<file path="src/rtl/mem_access_ctrl.sv">
// mem_access_ctrl: single-outstanding load/store controller in front of a word-wide memory,
// with alignment faults, lane extract/extend on loads and read-modify-write for sub-word stores.
module mem_access_ctrl #(
  parameter bit BIG_ENDIAN = 1'b1
) (
  input  logic        clk,
  input  logic        rst_n,
  input  logic        req_valid,
  output logic        req_ready,
  input  logic        req_we,
  input  logic [1:0]  req_size,
  input  logic        req_signed,
  input  logic [31:0] req_addr,
  input  logic [31:0] req_wdata,
  output logic        resp_valid,
  input  logic        resp_ready,
  output logic [31:0] resp_rdata,
  output logic        resp_fault,
  output logic [31:0] mem_addr,
  output logic [31:0] mem_wdata,
  output logic        mem_read,
  output logic        mem_write,
  input  logic [31:0] mem_rdata
);
  typedef enum logic [1:0] {IDLE, RD, WR, RESP} state_t;
  state_t      state_q;
  logic        we_q, signed_q, ready_q, valid_q, fault_q, read_q, write_q;
  logic [1:0]  size_q, lo_q;
  logic [31:0] wdata_q, rdata_q, maddr_q, mwdata_q;
  logic        req_fault;
  logic [4:0]  sh;
  logic [31:0] lane_mask, shifted, load_d, merge_d;
  assign req_fault = (req_size == 2'b11) | (req_size == 2'b01 & req_addr[0]) |
                     (req_size == 2'b10 & |req_addr[1:0]);
  // Big-endian lane k sits at bit offset 8*(3-k), which is 8*(k^3).
  always_comb begin
    sh = size_q == 2'b00 ? {lo_q ^ {2{BIG_ENDIAN}}, 3'b000} :
         size_q == 2'b01 ? {lo_q[1] ^ BIG_ENDIAN, 4'b0000} : 5'd0;
    lane_mask = (size_q == 2'b00 ? 32'h0000_00FF : size_q == 2'b01 ? 32'h0000_FFFF : 32'hFFFF_FFFF) << sh;
    shifted = mem_rdata >> sh;
    load_d = size_q == 2'b00 ? {{24{signed_q & shifted[7]}}, shifted[7:0]} :
             size_q == 2'b01 ? {{16{signed_q & shifted[15]}}, shifted[15:0]} : mem_rdata;
    merge_d = (mem_rdata & ~lane_mask) | ((wdata_q << sh) & lane_mask);
  end
  always_ff @(posedge clk or negedge rst_n)
    if (!rst_n) begin
      state_q  <= IDLE;
      we_q     <= 1'b0;
      signed_q <= 1'b0;
      size_q   <= 2'b00;
      lo_q     <= 2'b00;
      wdata_q  <= 32'h0;
      ready_q  <= 1'b0;
      valid_q  <= 1'b0;
      fault_q  <= 1'b0;
      rdata_q  <= 32'h0;
      read_q   <= 1'b0;
      write_q  <= 1'b0;
      maddr_q  <= 32'h0;
      mwdata_q <= 32'h0;
    end else begin
      case (state_q)
        IDLE:
          if (req_valid && ready_q) begin
            we_q     <= req_we;
            size_q   <= req_size;
            signed_q <= req_signed;
            lo_q     <= req_addr[1:0];
            wdata_q  <= req_wdata;
            ready_q  <= 1'b0;
            if (req_fault) begin
              state_q <= RESP;
              valid_q <= 1'b1;
              fault_q <= 1'b1;
            end else begin
              maddr_q <= {req_addr[31:2], 2'b00};
              if (req_we && req_size == 2'b10) begin
                state_q  <= WR;
                write_q  <= 1'b1;
                mwdata_q <= req_wdata;
              end else begin
                state_q <= RD;
                read_q  <= 1'b1;
              end
            end
          end else ready_q <= 1'b1;
        RD: begin
          read_q <= 1'b0;
          if (we_q) begin
            state_q  <= WR;
            write_q  <= 1'b1;
            mwdata_q <= merge_d;
          end else begin
            state_q <= RESP;
            valid_q <= 1'b1;
            rdata_q <= load_d;
            maddr_q <= 32'h0;
          end
        end
        WR: begin
          state_q  <= RESP;
          write_q  <= 1'b0;
          maddr_q  <= 32'h0;
          mwdata_q <= 32'h0;
          valid_q  <= 1'b1;
        end
        RESP:
          if (resp_ready) begin
            state_q <= IDLE;
            valid_q <= 1'b0;
            fault_q <= 1'b0;
            rdata_q <= 32'h0;
            ready_q <= 1'b1;
          end
      endcase
    end
  assign req_ready  = ready_q;
  assign resp_valid = valid_q;
  assign resp_fault = fault_q;
  assign resp_rdata = rdata_q;
  assign mem_read   = read_q;
  assign mem_write  = write_q;
  assign mem_addr   = maddr_q;
  assign mem_wdata  = mwdata_q;
endmodule
</file>
<file path="config.mk">
export PLATFORM = sky130hd
export DESIGN_NAME = mem_access_ctrl
export DESIGN_NICKNAME = d
export VERILOG_FILES = /design/src/rtl/mem_access_ctrl.sv
export SDC_FILE = /design/constraint.sdc
export NUM_CORES = 1
export LEC_CHECK = 0
export CORE_UTILIZATION = 41
export DETAILED_ROUTE_END_ITERATION = 8
export PLACE_DENSITY = 0.71
export SETUP_SLACK_MARGIN = 0.05
export SYNTH_ARGS = -nofsm -noshare
export SYNTH_HDL_FRONTEND = slang
export SYNTH_SLANG_ARGS = --single-unit
</file>
<file path="constraint.sdc">
create_clock -name clk -period 5.2 [get_ports clk]
set_clock_uncertainty 0.1 [all_clocks]
set_input_delay 0.78 -clock clk [delete_from_list [all_inputs] [get_ports clk]]
set_output_delay 0.78 -clock clk [all_outputs]
set_load 0.02 [all_outputs]
</file>
## Yosys cells after proc, flatten, opt, wreduce, memory -nomap -nowiden

Index checks and enable logic that the tools add are counted.

- Register bits: 141
- Bits of input ports: 104
- Output and inout bits: 101
- Word-level logic and storage cells: 104

- Equal/unequal tests: 15
- Shift operators: 3
- Mux-type cells: 42
- Bitwise operators: 12
- Reduce and logical (&&, ||, !) cells: 18

Operator list:

| operator | count |
|---|---|
| two-way mux 32 bit | 13 |
| case mux 32 bit (3 select lines) | 2 |
| AND 32 bit | 2 |
| case mux 32 bit (2 select lines) | 1 |
| << shifter 32 x 5 -> 32 bit | 2 |
| NOT 32 bit | 1 |
| bitwise OR 32 bit | 1 |
| right shift 32 x 5 -> 16 bit | 1 |
| != test 2 bit, second input constant | 8 |
| AND reduction 4 bit | 4 |
| two-way mux 1 bit | 14 |
| two-way mux 5 bit | 2 |
| == test 2 bit, second input constant | 4 |
| two-way mux 2 bit | 4 |
| case mux 2 bit (4 select lines) | 1 |
| == test 2 x 1 -> 1 bit, second input constant | 3 |
| case mux 1 bit (2 select lines) | 3 |
| AND reduction 2 bit | 3 |
| nonzero test 2 bit | 3 |
| AND reduction 5 bit | 1 |
| AND 1 bit | 4 |
| zero test 2 bit | 2 |
| case mux 1 bit (4 select lines) | 1 |
| case mux 1 bit (3 select lines) | 1 |
| other kinds (7) | 9 |

## Logic depth before layout (Yosys ltp)

- Depth after elaboration: 9
- Mapped depth: 9
- Gate-level depth less buffers: 6

## Worst setup path after synthesis

OpenSTA, ideal clock, no wires.

- Path kind: input port to flip-flop
- From: input req_size[0]
- To: register mwdata_q[21], in the netlist mem_wdata[21]
- Library setup time: 0.127 ns
- Data arrival time: 2.064 ns
- Data required time: 4.973 ns
- Slack: 2.908 ns
- Cell stages on the path: 6
- Path buffers: 2
- Cell sequence: nand3b_1 > o41ai_4 > and2_1 > buf_4 > buf_6 > mux2_1

- Longest elaborated chain between the ends: 6
- Elaborated cells on any way between the ends: 11
- Classes of those cells: eq/ne (5); bitwise (4); reduce/logical (2)

Ends and longest elaborated chain:

| element | line | text |
|---|---|---|
| from (decl) | 11 | `input logic [1:0] req_size,` |
| == test 2 x 1 -> 1 bit | 33 | `assign req_fault = (req_size == 2'b11) \| (req_size == 2'b01 & req_addr[0]) \|` |
| AND 1 bit | 33 |  |
| bitwise OR 1 bit (2 in series) | 33 |  |
| != test 2 bit (no source line) | - |  |
| AND reduction 5 bit (no source line) * | - |  |
| to (signal assigned) | 80 | `mwdata_q <= req_wdata;` |
| to (signal assigned) | 92 | `mwdata_q <= merge_d;` |
| to (decl) | 29 | `logic [31:0] wdata_q, rdata_q, maddr_q, mwdata_q;` |

Every way passes the cells marked *; elsewhere a longest branch is shown, timed or not.
A chain may end at the register's enable or synchronous reset.

## Final worst setup path

- From: register state_q[0]
- To: register mwdata_q[30], in the netlist mem_wdata[30]

- Longest elaborated chain between the ends: 3
- Elaborated cells on any way between the ends: 10
- Classes of those cells: eq/ne (6); mux (1); reduce/logical (3)

Ends and longest elaborated chain:

| element | line | text |
|---|---|---|
| from (decl) | 26 | `state_t state_q;` |
| from (signal assigned) | 47 | `state_q <= IDLE;` |
| from (signal assigned) | 72 | `state_q <= RESP;` |
| from (signal assigned) | 78 | `state_q <= WR;` |
| == test 2 x 1 -> 1 bit (tied with other cells) | 62 | `case (state_q)` |
| != test 2 bit (no source line) or nonzero test 3 bit (tied branches) | - |  |
| AND reduction 5 bit (no source line) | - |  |

Several ways; a longest one is shown, not always the timed one.

==> results.yml <==
status:
  status: "finished clean"
die:
  coreArea_um2: 16700
  num_rows: 47
  die-area_um2: 17700
  die_h_um: 133
  start_util_pct: 42.3
  dieWidth_um: 133
  pin_count: 205
clocking:
  postCtsSetupBuffers: 0
  numClockSinks: 139
  hold_buffers: 0
  numCtsBuffers: 17
  cts.reportedPaths.clkPinSlew_ns: 0.06
  cts_buffer_depth: 2
  root_buffer: "clkbuf_16"
  cts_resized: 0
  cts_tree: "done"
  clock_latency_ns: 0.43
  htreeDepth: 4
yosys:
  ys_warn_count: 0
  syn-instance-count: 754
  synth_common_cells: "139 x dfrtp_1, 136 x nand2_1, 72 x a21oi_1"
  synth_edf_count: 0
  ys_ff_latch: 139
  ys_types: 59
  synthMostInstantiatedCell: "dfrtp_1"
  yosys_most_used_dff: "dfrtp_1"
  syn_area_um2: 7060
  synth_top_area_share_pct: 49.3
  ys_async_sr_fraction_pct: 100
  synth_area_leaders: "dfrtp_1 49%, nand2_1 7.2%, a21oi_1 5.1%"
  yosysSeqAreaShare_pct: 49.3
  synth.avg_cell_area_um2: 9.36
  synth_top_area_cell: "dfrtp_1"
global_route:
  antenna_found_initial: 0
  grt_pass1_wl_mm: 36.1
  grt_usage_pct: 26.7
  grt.overflow.total: 0
  grt_max_degree: 98
  grt_pass1_vias: 6439
sta:
  setup_violations: 0
  drv_slew: 0
  fmax_ghz: 0.318
  tns_ns: 0
  period_needed_ns: 3.14
  hold_violations: 0
  worstMarginPinSlew_ns: 1.18
  fin_crit_sh_pct: 60.4
  rsz0062_at_grt: "false"
  timing.slew.headroom_pct: 21.0
cells_and_area:
  drive_gt1_share_pct: 7.79
  area_growth_pct: 38.8
  design_area_um2: 9790
  stdcell_count: 1157
  nNetsFinal: 1033
  diodes: 0
route:
  postRouteAntennaNets: 0
  vias_per_cell: 5.80
  vias: 6713
  drtIter0Drc: 831
  post_drt_wl_per_cell_um: 20.0
  routed_wl_mm: 23.1
  drt_pass1_iterations: 6
  route.detailed.drc: 0
flow_run:
  drv_cap: 0
worst_setup_path:
  critPathMaxFanout: 16
  cp.required_ns: 5.45
  start_kind: "register"
  criticalPathCategory: "register to register"
  crit_arrival_ns: 3.39
  end_kind: "register"
pwr:
  power_density_nw_per_um2: 658
  vdd_drop_max_v: 0.000440
  leakage_nw: 4.17
hold_path:
  hold_path.class: "primary input to async pin"
place:
  placed_cells: 1125
  place.gp.congestion: 0.869
  place_hpwl_mm: 15.7
  portBuffers: 202
  place_area_um2: 9160
==> flip-flops by register name, summed over array words and instances, names as in the netlist <==
| signal | cells |
|---|---|
| resp_fault | 1 |
| size_q | 2 |
| wdata_q | 32 |
| we_q | 1 |
| state_q | 2 |
| resp_valid | 1 |
| req_ready | 1 |
| mem_addr | 30 |
| signed_q | 1 |
| mem_write | 1 |
| lo_q | 2 |
| mem_read | 1 |
| resp_rdata | 32 |
| mem_wdata | 32 |
==> worst paths after layout <==
check / start / to / slack [ns] / depth (start not counted)
max: state_q[0]$_DFFE_PN0P_ / mem_wdata[30]$_DFFE_PN0P_ / 2.06 / 6
min: rst_n / wdata_q[6]$_DFFE_PN0P_ / 0.35 / 1
max reg2reg: state_q[0]$_DFFE_PN0P_ / mem_wdata[30]$_DFFE_PN0P_ / 2.06 / 6
min reg2reg: wdata_q[28]$_DFFE_PN0P_ / wdata_q[28]$_DFFE_PN0P_ / 0.37 / 2
max in group asynchronous: rst_n / wdata_q[16]$_DFFE_PN0P_ / 3.52 / 2
min in group clk: wdata_q[28]$_DFFE_PN0P_ / wdata_q[28]$_DFFE_PN0P_ / 0.37 / 2
==> power breakdown <==
part	leakage (nW)	total (mW)	internal (mW)	switching (mW)
clock	0.310	1.29	0.819	0.470
combinational	2.07	3.33	1.36	1.97
sequential	1.78	1.82	1.49	0.330
total	4.17	6.44	3.67	2.77
==> cells by family (layout without fill, tap and decap cells) <==
logic type / Yosys count / in the layout / share of synthesized area [%]
DFF: 139 / 139 / 49.3
muxes: 27 / 27 / 4.24
and+or+nand+nor: 265 / 265 / 18.0
other: 1 / 2 / 0.0531
adders and majority gates: 5 / 5 / 0.887
buffers and inverters: 77 / 259 / 4.89
AOI/OAI and AO/OA: 240 / 240 / 22.6
==> area by class of cell <==
cell class	count	area, um^2
multi-input combinational	539	3240
clock inverter	9	134
timing repair buffer	215	2120
inverter	12	45.0
tap	220	275
clock buffer	23	498
fill	1471	6910
sequential	139	3480
==> per-stage QoR <==
stage	worst slack [ns]	utilization (%)	power, mW	hold WS (ns)
after global routing	1.83	58.6	6.83	0.393
after floorplan	2.91	-	3.99	0.346
after detailed placement	1.60	54.9	5.13	0.363
after global placement	1.70	54.9	5.06	0.359
final	2.06	58.6	6.44	0.345
after CTS	2.04	58.6	6.45	0.378
==> layer usage <==
layer / up-vias / track usage (%) / wire length, um
li1: 3060 / - / -
met1: 3225 / 36.0 / 9870
met2: 359 / 40.1 / 10300
met3: 69 / 5.86 / 2010
met4: 0 / 14.3 / 1020
met5: - / 0 / 0
==> critical path: stages (launching register included) <==
cell	delay, ns
dfrtp_1	0.38
inv_1	0.10
ha_1	0.67
nand2_1	0.47
a211oi_1	0.96
a21oi_1	0.17
a31oi_1	0.20
==> cells in the final DEF (no fill, tap or decap), types with 23 or more instances in the layout <==
cell | Yosys | routed
a31oi_1 | 32 | 32
a21oi_1 | 72 | 72
clkdlybuf4s50_1 | 0 | 201
nor2b_1 | 25 | 25
dfrtp_1 | 139 | 139
o21ai_0 | 38 | 38
nand2_1 | 136 | 136
a22o_1 | 41 | 41
nor2_1 | 26 | 26
nand2b_1 | 23 | 23
No activity file was read; power rests on OpenSTA's default activity.
==> edit: new RTL, same flow settings <==
Reset style: synchronous (`rst_n`), changed in one clocked block.
--- a/src/rtl/mem_access_ctrl.sv
+++ b/src/rtl/mem_access_ctrl.sv
@@ -42,7 +42,7 @@
              size_q == 2'b01 ? {{16{signed_q & shifted[15]}}, shifted[15:0]} : mem_rdata;
     merge_d = (mem_rdata & ~lane_mask) | ((wdata_q << sh) & lane_mask);
   end
-  always_ff @(posedge clk or negedge rst_n)
+  always_ff @(posedge clk)
     if (!rst_n) begin
       state_q  <= IDLE;
       we_q     <= 1'b0;
Behaviour: differs if rst_n is asserted again (counterexample within 4 cycles, from zero or initial values and one cycle with rst_n low); with rst_n held inactive, the same outputs for 4 cycles.
==> edit against the original RTL <==
The run now ends with DRC left. Sequential power down 18%. Power down 27%. Sequential cell count stayed put. Area after synthesis is 8.8% higher. Final area increased by 3.5%. Hold slack improved by 0.0041 ns. Worst setup slack better by 0.046 ns. Routed wire length grew 12%. Largest cell class is now multi-input combinational cells.
==> edit: results (changes against the original RTL) <==
<table>
<tr><th>Metric</th><th>Value</th></tr>
<tr><th colspan="2">Run status</th></tr>
<tr><td>Status</td><td>finished with violations</td></tr>
<tr><td>Failing checks</td><td>DRC</td></tr>
<tr><th colspan="2">Cells and area</th></tr>
<tr><td>Fraction of final layout cells with drive strength greater than 1</td><td>7.39% (-0.40 points)</td></tr>
<tr><td># nets final</td><td>1178 (+14%)</td></tr>
<tr><th colspan="2">Synthesis</th></tr>
<tr><td>Synth top cells by count</td><td>139 x sky130_fd_sc_hd__dfxtp_1, 134 x sky130_fd_sc_hd__nand2_1, 79 x sky130_fd_sc_hd__a21oi_1</td></tr>
<tr><td>Average footprint of a synthesized cell</td><td>8.25 µm² (-12%)</td></tr>
<tr><td>Cell variety after synth</td><td>66 (+12%)</td></tr>
<tr><td>Sequential cell area fraction in the yosys report</td><td>36.2% (-13 points)</td></tr>
<tr><th colspan="2">Power and ir drop</th></tr>
<tr><td>Combinational cell fraction of total power</td><td>43.3% (-8.4 points)</td></tr>
<tr><td>Register share of total power</td><td>31.6% (+3.3 points)</td></tr>
<tr><td>Cell leakage power</td><td>0.00368 µW (-12%)</td></tr>
<tr><td>Peak VDD IR</td><td>0.305 mV (-31%)</td></tr>
<tr><td>Switching component of the power</td><td>1860 µW (-33%)</td></tr>
<tr><th colspan="2">Detailed routing</th></tr>
<tr><td>Routed vias/inst</td><td>5.87 (+1.2%)</td></tr>
<tr><td>Drt drc</td><td>12 (+12)</td></tr>
<tr><td>Met3 WL post-DR</td><td>2160 µm (+7.7%)</td></tr>
<tr><td>Routed via count</td><td>7696 (+15%)</td></tr>
<tr><td>Routed length on met2</td><td>11800 µm (+15%)</td></tr>
<tr><td>Detailed-routing iteration count for the pre-antenna-repair pass</td><td>7 (+1)</td></tr>
<tr><td>Final wirelength</td><td>25900 µm (+12%)</td></tr>
<tr><th colspan="2">Place</th></tr>
<tr><td>Routability congestion estimate from global placement</td><td>0.929 (+6.9%)</td></tr>
<tr><td>Half-perimeter wire length after detailed placement</td><td>17900 µm (+14%)</td></tr>
<tr><td>Placed Cells</td><td>1279 (+14%)</td></tr>
<tr><th colspan="2">GRT</th></tr>
<tr><td>Via count of the first global-routing pass</td><td>7244 (+13%)</td></tr>
<tr><td>Global-route usage over all layers</td><td>26.6% (-0.080 points)</td></tr>
<tr><td>GRT met3 Usage</td><td>5.39% (-0.47 points)</td></tr>
<tr><td>Largest net degree at the start of global routing</td><td>79 (-19%)</td></tr>
<tr><th colspan="2">Setup path</th></tr>
<tr><td>CP top delay family</td><td>simple AND/OR/NAND/NOR gates</td></tr>
<tr><td>Slowest CP cell</td><td>sky130_fd_sc_hd__and3_1</td></tr>
</table>
[edit: changes by cell type in the layout (fill, tap and decap cells not counted), sizes merged, moves of 10 or more]
cell,delta
nor2b,+16
a21oi,+10
o21ai,-19
o31ai,+15
dfxtp,+139
mux2i,+52
a22o,-33
nand3,+25
a31oi,-13
nand4,+23
a22oi,+35
nor3,+20
dfrtp,-139
[edit: cells by family (layout without fill, tap and decap cells)]
kind of cell	after synthesis	after routing	share of synthesized area (%)
adder cells (fa/ha/maj)	5	5	0.815
other	1	2	0.0488
AO/OA/AOI/OAI	257	257	23.1
multiplexers	70	70	9.35
flip-flops	139	139	36.2
AND/OR/NAND/NOR	352	352	23.1
buffers and inverters	107	257	7.31
[edit: final timing paths]
kind | start | endpoint | slack [ns] | depth (start not counted)
max | state_q[0]$_SDFFE_PN0P_ | mem_addr[23]$_SDFFE_PN0P_ | 2.10 | 7
min | wdata_q[16]$_SDFFE_PN0P_ | wdata_q[16]$_SDFFE_PN0P_ | 0.35 | 2
max reg2reg | state_q[0]$_SDFFE_PN0P_ | mem_addr[23]$_SDFFE_PN0P_ | 2.10 | 7
min reg2reg | wdata_q[16]$_SDFFE_PN0P_ | wdata_q[16]$_SDFFE_PN0P_ | 0.35 | 2
[edit: final cells by class]
class	instances	area [µm²]
Multi-Input combinational cell	686	4360
Timing Repair Buffer	212	2090
Tap cell	229	287
Clock inverter	13	116
Fill cell	1699	8010
Sequential cell	139	2780
Inverter	13	48.8
Clock buffer	19	453
[edit: through the flow]
stage,setup WS [ns],cell area (µm²),hold slack (ns),total power (µW)
5_1_grt,1.91,10100,0.366,4950
4_1_cts,2.10,10100,0.350,4720
3_5_place_dp,1.73,9570,0.342,3530
2_1_floorplan,3.20,7680,0.331,2890
3_3_place_gp,1.75,9570,0.340,3510
6_report,2.10,10100,0.349,4720
